**config.mk**
```make
export PLATFORM = sky130hd
export DESIGN_NAME = dport_sram
export DESIGN_NICKNAME = d
export VERILOG_FILES = /design/src/rtl/dport_sram.sv
export SDC_FILE = /design/constraint.sdc
export NUM_CORES = 1
export LEC_CHECK = 0
export BUFFER_PORTS_ARGS = -buffer_cell sky130_fd_sc_hd__clkbuf_2
export CAP_MARGIN = 10
export CORE_ASPECT_RATIO = 2
export CORE_MARGIN = 1.5
export CORE_UTILIZATION = 38
export DETAILED_ROUTE_END_ITERATION = 16
export GPL_ROUTABILITY_DRIVEN = 0
export PLACE_DENSITY = 0.7
export SYNTH_ARGS = -nofsm -noshare
export SYNTH_HDL_FRONTEND = slang
export SYNTH_SLANG_ARGS = --single-unit
```
**constraint.sdc**
```tcl
create_clock -name clk_i -period 2.6 [get_ports clk_i]
set_input_delay 0.65 -clock clk_i [delete_from_list [all_inputs] [get_ports clk_i]]
set_output_delay 0.65 -clock clk_i [all_outputs]
set_load 0.02 [all_outputs]
```
**src/rtl/dport_sram.sv**
```systemverilog
// Data-port slave: checks each load/store, performs one SRAM word access and
// returns load data or fault responses through a credit-guarded response FIFO.
module dport_sram #(
  parameter int unsigned C_SRAM_ADDR_X = 10,
  parameter logic [31:0] C_BASE_ADDR   = 32'h0001_0000,
  parameter logic [1:0]  C_WR_MIN_HPL  = 2'd0,
  parameter int unsigned C_RSP_DEPTH   = 4
) (
  input  logic                     clk_i,
  input  logic                     resetb_i,
  input  logic                     clk_en_i,
  output logic                     dreqready_o,
  input  logic                     dreqvalid_i,
  input  logic                     dreqdvalid_i,
  input  logic [1:0]               dreqhpl_i,
  input  logic [31:0]              dreqaddr_i,
  input  logic [31:0]              dreqdata_i,
  input  logic                     drspready_i,
  output logic                     drspvalid_o,
  output logic                     drsprerr_o,
  output logic                     drspwerr_o,
  output logic [31:0]              drspdata_o,
  output logic                     sram_ce_o,
  output logic                     sram_we_o,
  output logic [C_SRAM_ADDR_X-1:0] sram_addr_o,
  output logic [31:0]              sram_wdata_o,
  input  logic [31:0]              sram_rdata_i
);
  localparam int unsigned LP_PTR_W = (C_RSP_DEPTH > 1) ? $clog2(C_RSP_DEPTH) : 1;
  localparam int unsigned LP_CNT_W = $clog2(C_RSP_DEPTH + 1);
  localparam logic [32:0] LP_WIN_LO = {1'b0, C_BASE_ADDR};
  localparam logic [32:0] LP_WIN_HI = LP_WIN_LO + (33'd1 << (C_SRAM_ADDR_X + 2));
  localparam logic [LP_PTR_W-1:0] LP_PTR_LAST = LP_PTR_W'(C_RSP_DEPTH - 1);
  localparam logic [LP_CNT_W:0]   LP_DEPTH    = (LP_CNT_W + 1)'(C_RSP_DEPTH);
  // Bit i set when privilege level i may store.
  localparam logic [3:0] LP_HPL_OK = 4'b1111 << C_WR_MIN_HPL;

  logic                run_q;
  logic                s1_v_q, s1_v_d, s1_load_q, s1_load_d, s1_fault_q, s1_fault_d;
  logic [31:0]         s1_addr_q, s1_addr_d;
  logic [LP_PTR_W-1:0] wr_ptr_q, wr_ptr_d, rd_ptr_q, rd_ptr_d;
  logic [LP_CNT_W-1:0] count_q, count_d;
  logic                rsp_rerr_q [C_RSP_DEPTH];
  logic                rsp_werr_q [C_RSP_DEPTH];
  logic [31:0]         rsp_data_q [C_RSP_DEPTH];

  logic        in_win_s, fault_s, accept_s, ready_s, empty_s, push_s, pop_s;
  logic        new_rerr_s, new_werr_s;
  logic [31:0] new_data_s;
  logic [LP_CNT_W:0] occ_s;

  always_comb begin
    in_win_s = ({1'b0, dreqaddr_i} >= LP_WIN_LO) && ({1'b0, dreqaddr_i} < LP_WIN_HI);
    fault_s  = (dreqaddr_i[1:0] != 2'b00) || !in_win_s ||
               (dreqdvalid_i && !LP_HPL_OK[dreqhpl_i]);
    // Occupancy counts the response still waiting in s1; a same-cycle pop earns no credit.
    occ_s    = {1'b0, count_q} + {{LP_CNT_W{1'b0}}, s1_v_q};
    ready_s  = occ_s < LP_DEPTH;
    accept_s = dreqvalid_i && ready_s && clk_en_i && run_q;
    empty_s  = (count_q == {LP_CNT_W{1'b0}});
    push_s   = clk_en_i && s1_v_q;
    pop_s    = clk_en_i && !empty_s && drspready_i;
    new_rerr_s = s1_load_q && s1_fault_q;
    new_werr_s = !s1_load_q && s1_fault_q;
    new_data_s = s1_fault_q ? s1_addr_q : sram_rdata_i;
  end

  assign dreqready_o  = ready_s;
  assign sram_ce_o    = accept_s && !fault_s;
  assign sram_we_o    = accept_s && !fault_s && dreqdvalid_i;
  assign sram_addr_o  = dreqaddr_i[2 +: C_SRAM_ADDR_X];
  assign sram_wdata_o = dreqdata_i;
  assign drspvalid_o  = !empty_s;
  assign drsprerr_o   = !empty_s && rsp_rerr_q[rd_ptr_q];
  assign drspwerr_o   = !empty_s && rsp_werr_q[rd_ptr_q];
  assign drspdata_o   = empty_s ? 32'h0 : rsp_data_q[rd_ptr_q];

  always_comb begin
    s1_v_d     = s1_v_q;
    s1_load_d  = s1_load_q;
    s1_fault_d = s1_fault_q;
    s1_addr_d  = s1_addr_q;
    wr_ptr_d   = wr_ptr_q;
    rd_ptr_d   = rd_ptr_q;
    count_d    = count_q;
    if (clk_en_i) begin
      s1_v_d = accept_s && (!dreqdvalid_i || fault_s);
    end else begin
      s1_v_d = s1_v_q;
    end
    if (accept_s) begin
      s1_load_d  = !dreqdvalid_i;
      s1_fault_d = fault_s;
      s1_addr_d  = dreqaddr_i;
    end else begin
      s1_addr_d  = s1_addr_q;
    end
    if (push_s) begin
      wr_ptr_d = (wr_ptr_q == LP_PTR_LAST) ? {LP_PTR_W{1'b0}} : wr_ptr_q + LP_PTR_W'(1);
    end else begin
      wr_ptr_d = wr_ptr_q;
    end
    if (pop_s) begin
      rd_ptr_d = (rd_ptr_q == LP_PTR_LAST) ? {LP_PTR_W{1'b0}} : rd_ptr_q + LP_PTR_W'(1);
    end else begin
      rd_ptr_d = rd_ptr_q;
    end
    case ({push_s, pop_s})
      2'b10:   count_d = count_q + LP_CNT_W'(1);
      2'b01:   count_d = count_q - LP_CNT_W'(1);
      default: count_d = count_q;
    endcase
  end

  // run_q keeps the strobe quiet between reset release and the first clock edge.
  always_ff @(posedge clk_i or negedge resetb_i) begin
    if (!resetb_i) begin
      run_q      <= 1'b0;
      s1_v_q     <= 1'b0;
      s1_load_q  <= 1'b0;
      s1_fault_q <= 1'b0;
      s1_addr_q  <= 32'h0;
      wr_ptr_q   <= {LP_PTR_W{1'b0}};
      rd_ptr_q   <= {LP_PTR_W{1'b0}};
      count_q    <= {LP_CNT_W{1'b0}};
    end else begin
      run_q      <= 1'b1;
      s1_v_q     <= s1_v_d;
      s1_load_q  <= s1_load_d;
      s1_fault_q <= s1_fault_d;
      s1_addr_q  <= s1_addr_d;
      wr_ptr_q   <= wr_ptr_d;
      rd_ptr_q   <= rd_ptr_d;
      count_q    <= count_d;
    end
  end

  always_ff @(posedge clk_i or negedge resetb_i) begin
    if (!resetb_i) begin
      for (int i = 0; i < int'(C_RSP_DEPTH); i++) begin
        rsp_rerr_q[i] <= 1'b0;
        rsp_werr_q[i] <= 1'b0;
        rsp_data_q[i] <= 32'h0;
      end
    end else if (push_s) begin
      rsp_rerr_q[wr_ptr_q] <= new_rerr_s;
      rsp_werr_q[wr_ptr_q] <= new_werr_s;
      rsp_data_q[wr_ptr_q] <= new_data_s;
    end
  end
endmodule

```
==> flow_summary.yaml, run 1 <==
setup_path:
  arrival_ns: 1.93
  path_max_fanout: 6
  slowest_delay_ns: 0.51
  regToRegSetupSlack_ns: 0.33
  slowest_stage: "mux4_2"
  crit_family: "multiplexers"
  critPathKind: "reg2out"
  r2r_end: "count_q[2]"
  path_cells: "buf_6 > clkbuf_16 > mux4_2 > and2_4 > buf_6"
  r2r_start: "count_q[0]"
  path_buf_inv: 3
  start_kind: "flop"
  ff2ff_path_depth: 10
  end_kind: "output port"
  required_ns: 1.95
  crit_top_cell: "buf_6"
global_route:
  grt_pass1_wl_um: 30900
  grt_max_degree: 69
  grt_overflow: 0
  grt_pass1_vias: 5771
  grt_usage_pct: 17.9
  antenna_found_initial: 0
logic_synthesis:
  syn_inst: 732
  yosysMostFrequentCell: "dfrtp_1"
  ys.flop_type: "dfrtp_1"
  synth_edf_count: 0
  netlist_top_cells_count: "179 x dfrtp_1, 139 x nand2_1, 136 x o21ai_0"
  syn_nets: 843
  post_synth.cell_area_avg_um2: 11.5
  synth_area_leader_cell: "dfrtp_1"
  yosys_register_bits: 179
  yosysSeqAreaShare_pct: 53.1
  netlist_area_mm2: 0.00844
  yosysTopAreaCellShare_pct: 53.1
  async_flop_share_pct: 100
  synth.area.top_cells: "dfrtp_1 53%, mux4_2 9.1%, o21ai_0 8.1%"
  synth_warnings: 0
  synth.distinct_cells: 35
floorplan:
  pin_count: 184
  floorplan.initialDensity_pct: 38.4
  die-area_mm2: 0.0232
  die_h_um: 214
  coreArea_mm2: 0.0220
  rows: 77
  dieWidth_um: 108
power:
  leakage_nw: 4.92
  cellPowerDensity_mw_per_mm2: 1210
  ir_drop_mv: 0.572
detailed_routing:
  top_layer_used: "met4"
  dr_wl_met2_um: 10600
  wl_met1_um: 7670
  antenna_left: 0
  vias: 5534
  initialDrtViolationCount: 241
  wl_met3_um: 726
  wire_per_inst_um: 18.0
  detail_route.first_pass.iterations: 4
  viasPerCell: 5.04
  remaining_drc_errors: 0
  drt_wl_total_um: 19700
sta:
  slew_violations: 0
  clock_skew_ns: 0.0101
  max_freq_ghz: 0.388
  setup_violations: 0
  fin_crit_ns: 2.58
  fin_crit_sh_pct: 99.1
  fin_ws_ns: 0.0233
  worstMarginPinSlew_ns: 0.651
  tns_ns: 0
  whs_ns: 0.225
  slew_headroom_pct: 56.6
  hold_viol_final: 0
  rsz0062_at_grt: "yes"
finish:
  postLayoutCoreUtil_pct: 46.1
  layout.nets: 920
  syn2layout_area_growth_pct: 19.9
  nFillCells: 2034
  diodes: 0
  drive_gt1_share_pct: 35.0
  stdcell_area_mm2: 0.0101
clock_network:
  cts-htree-levels: 4
  cts_sinks: 179
  cts_hold_buf: 0
  cts-root-buf: "clkbuf_16"
  clockBufferDepth: 2
  cts_buffers: 17
  clkLatencyLatePin_ns: 0.44
  cts_tree: "done"
  path_clk_slew_ns: 0.07
placed_design:
  hpwl_um: 13500
  portBuffers: 117
  post_dp_cell_area_mm2: 0.00916
  pre_cts_slack_ns: 0.0718
job:
  maxCapViolCount: 0
hold_path:
  min_path_type: "in2async"
outcome:
  status: "finished, final reports clean"
routing by layer:
layer,vias to the layer above,global-route usage [%]
li1,2630,-
met1,2723,20.6
met2,127,31.6
met3,54,3.31
met4,0,8.89
met5,-,0
where the power goes:
part	switching [mW]	internal, mW
clock network	1.11	1.38
logic	2.37	2.77
registers	0.706	3.88
state kept, by name (all words and copies together), names as in the netlist:
register / count
count_q: 3
rd_ptr_q: 2
rsp_data_q: 128
rsp_rerr_q: 4
rsp_werr_q: 4
run_q: 1
s1_addr_q: 32
s1_fault_q: 1
s1_load_q: 1
s1_v_q: 1
wr_ptr_q: 2
cell usage in the layout (no fill, tap or decap), types with 15 or more instances in the layout:
| master | netlist | routed |
|---|---|---|
| clkbuf_2 | 0 | 89 |
| buf_6 | 1 | 27 |
| mux4_2 | 34 | 34 |
| o21ai_0 | 136 | 136 |
| nand2_1 | 139 | 139 |
| mux2i_1 | 33 | 33 |
| mux2_4 | 29 | 29 |
| and2_4 | 1 | 26 |
| clkbuf_16 | 0 | 20 |
| buf_12 | 3 | 15 |
| dfrtp_1 | 179 | 175 |
worst max path at each step:
stage	from	to	slack, ns	cells after the start
finish	rd_ptr_q[0]	drsprerr_o	0.02	5
global route	rd_ptr_q[0]	drspdata_o[2]	-0.04	5
CTS	rd_ptr_q[0]	drspdata_o[6]	-0.05	5
detailed placement	dreqaddr_i[0]	sram_we_o	0.07	6
global placement	dreqaddr_i[0]	sram_we_o	0.09	6
floorplan	dreqaddr_i[1]	sram_we_o	0.19	3
area by class of cell:
class                   instances  area [um^2]  area share, %
clock buffers                  19          453           4.47
repair buffers                148         1230           12.2
clock inverters                13          123           1.21
flip-flops and latches        179         4490           44.3
well taps                     276          345           3.41
inverters                       7         26.3          0.260
multi-input cells             456         3450           34.1
timing repair:
item,in CTS,in global routing
buffers inserted,2,2
gates cloned,1,3
resized for setup,7,109
endpoints found under the setup margin,29,36
pin swaps,0,0
metrics by stage:
stage | power (mW) | cells
floorplan | 7.58 | 732
global placement | 8.81 | 1059
detailed placement | 8.96 | 1059
CTS | 11.6 | 1094
global route | 13.0 | 1098
finish | 12.2 | 1098
cells by family (layout without fill, tap and decap cells):
| family | count (synthesis) | after routing | share of synthesized area, % |
|---|---|---|---|
| simple gates | 200 | 200 | 10.5 |
| fa+ha+maj | 7 | 7 | 1.13 |
| xor+xnor | 3 | 3 | 0.311 |
| mux | 103 | 103 | 19.1 |
| buf+inv | 97 | 187 | 7.22 |
| compound gates | 142 | 142 | 8.67 |
| other cells | 1 | 1 | 0.0444 |
| flops | 179 | 179 | 53.1 |
Power figures use the tool's default switching activity.
==> run 2: changes to the inputs <==
Settings changed: RECOVER_POWER set to 50.
==> flow_summary.yaml, run 2 (synthesis gave the netlist of run 1 again) <==
finish:
  diodes: 0
  multiInputGateArea_mm2: 0.00345
  largestRegisters: "rsp_data_q (128), s1_addr_q (32)"
  syn2layout_area_growth_pct: 19.3
  largest_reg_flops: 128
  postLayoutCoreUtil_pct: 45.8
  seqCellArea_mm2: 0.00449
  stdcell_count: 1098
  layout.nets: 920
  final_cell_mix: "175 x dfrtp_1, 139 x nand2_1, 136 x o21ai_0"
  largest-register: "rsp_data_q"
  drive_gt1_share_pct: 34.8
  layout_commonest_cell: "dfrtp_1"
  nFillCells: 2040
power:
  ir_drop_mv: 0.573
  p_int_mw: 8.02
  p_seq_share_pct: 37.6
  p_total_mw: 12.2
  p_clk_share_pct: 20.4
  pwr-share-comb_pct: 42.0
  power.switching_mw: 4.18
  leakage_nw: 4.90
  cellPowerDensity_mw_per_mm2: 1210
  swShare_pct: 34.3
setup_path:
  path_buf_inv: 3
  crit_family: "multiplexers"
  arrival_ns: 1.92
  path_cells: "buf_6 > clkbuf_16 > mux4_2 > and2_4 > buf_6"
  critPathKind: "reg2out"
  start_kind: "flop"
  required_ns: 1.95
  end_kind: "output port"
  slowest_delay_ns: 0.51
  slowest_stage: "mux4_2"
  path_max_fanout: 6
  crit_top_cell: "buf_6"
detailed_routing:
  remaining_drc_errors: 0
  viasPerCell: 5.04
  vias: 5538
  drt_wl_total_um: 19700
  wire_per_inst_um: 17.9
  detail_route.first_pass.iterations: 4
  antenna_left: 0
  initialDrtViolationCount: 242
sta:
  fin_crit_sh_pct: 99.0
  clock_skew_ns: 0.0104
  fin_crit_ns: 2.57
  setup_violations: 0
  slew_headroom_pct: -8.04
  max_freq_ghz: 0.389
  hold_viol_final: 0
  worstMarginPinSlew_ns: 1.62
  rsz0062_at_grt: "yes"
  slew_violations: 65
placed_design:
  dpl.cell_count: 1059
  hpwl_um: 13500
  portBuffers: 117
clock_network:
  cts_sinks: 179
  cts-htree-levels: 4
  cts_hold_buf: 0
  cts_tree: "done"
  clkLatencyLatePin_ns: 0.44
  clockBufferDepth: 2
  path_clk_slew_ns: 0.07
  cts_buffers: 17
  cts-root-buf: "clkbuf_16"
floorplan:
  floorplan.initialDensity_pct: 38.4
  rows: 77
  dieWidth_um: 108
  die_h_um: 214
  coreArea_mm2: 0.0220
  pin_count: 184
  die-area_mm2: 0.0232
global_route:
  grt_usage_pct: 17.9
  antenna_found_initial: 0
  grt_overflow: 0
  grt_max_degree: 69
  grt_pass1_vias: 5771
  grt_pass1_wl_um: 30900
hold_path:
  min_path_type: "in2reg"
job:
  maxCapViolCount: 1
outcome:
  violations: "capacitance limit, slew limit"
  status: "finished, violations left"
==> run 2: changes by cell type in the layout (fill, tap and decap cells not counted) <==
cell | before | now
buf_12 | 15 | 12
buf_4 | 12 | 10
clkbuf_1 | 0 | 2
clkbuf_2 | 89 | 91
clkbuf_4 | 0 | 2
buf_6 | 27 | 26
==> run 2: cell type report <==
cell class	count	share of cell area, %
inverters	7	0.261
repair buffers	148	11.7
multi-input cells	456	34.3
well taps	276	3.43
clock buffers	19	4.50
clock inverters	13	1.22
flip-flops and latches	179	44.6
==> run 2: worst paths after layout <==
kind / from / end / slack [ns] / cells past startpoint
worst max-delay path: rd_ptr_q[0] / drsprerr_o / 0.03 / 5
worst min-delay path: dreqaddr_i[16] / s1_addr_q[16] / 0.46 / 2
worst max register to register: count_q[0] / count_q[2] / 0.33 / 10
worst min register to register: rsp_data_q[9] / rsp_data_q[9] / 0.48 / 2
max in group asynchronous: resetb_i / rd_ptr_q[1] / 0.51 / 2
min in group asynchronous: resetb_i / rsp_data_q[68] / 0.62 / 1
==> run 2: worst reg2reg max path, stage by stage (launching register included) <==
cell and delay, ns:
dfrtp_1 0.45, or3_1 0.17, buf_4 0.27, nand3_1 0.18, inv_1 0.09, ha_1 0.18, inv_1 0.06, fa_1 0.38
xor2_1 0.15, nor2_1 0.11, xor2_1 0.15
==> run 2: layer usage <==
layer  global-route usage (%)  part of all wire, %  vias to the layer above  routed length, um
met2                     31.6                   54                      120              10600
li1                         -                    -                     2631                  -
met4                     8.89                  4.2                        0                821
met5                        0                    0                        -                  0
met3                     3.31                  3.8                       55                744
met1                     20.6                   38                     2732               7540
==> run 2: power by group through the flow <==
stage	sequential [mW]	clock [mW]	combinational, mW
after floorplan	4.32	0	3.26
after global placement	4.56	0	4.25
after detailed placement	4.63	0	4.32
after CTS	4.60	2.56	4.49
after global routing	4.73	2.68	5.61
final	4.59	2.49	5.13
==> run 2: per-stage QoR <==
stage | hold WS, ns | setup slack, ns | TNS (ns) | instance area, um^2
final | 0.457 | 0.0273 | 0 | 10100
after global routing | 0.446 | -0.0361 | -0.276 | 10100
after CTS | 0.236 | -0.0474 | -0.606 | 9820
after detailed placement | 0.465 | 0.0718 | 0 | 9160
after global placement | 0.456 | 0.0890 | 0 | 9160
after floorplan | 0.354 | 0.188 | 0 | 8440
==> run 2: what timing repair did <==
action	4_1_cts	5_1_grt
endpoints found under the setup margin	29	36
pin swaps	0	0
gates cloned	1	3
endpoints found under the hold margin	0	0
setup buffers	2	2
resized for setup	7	109
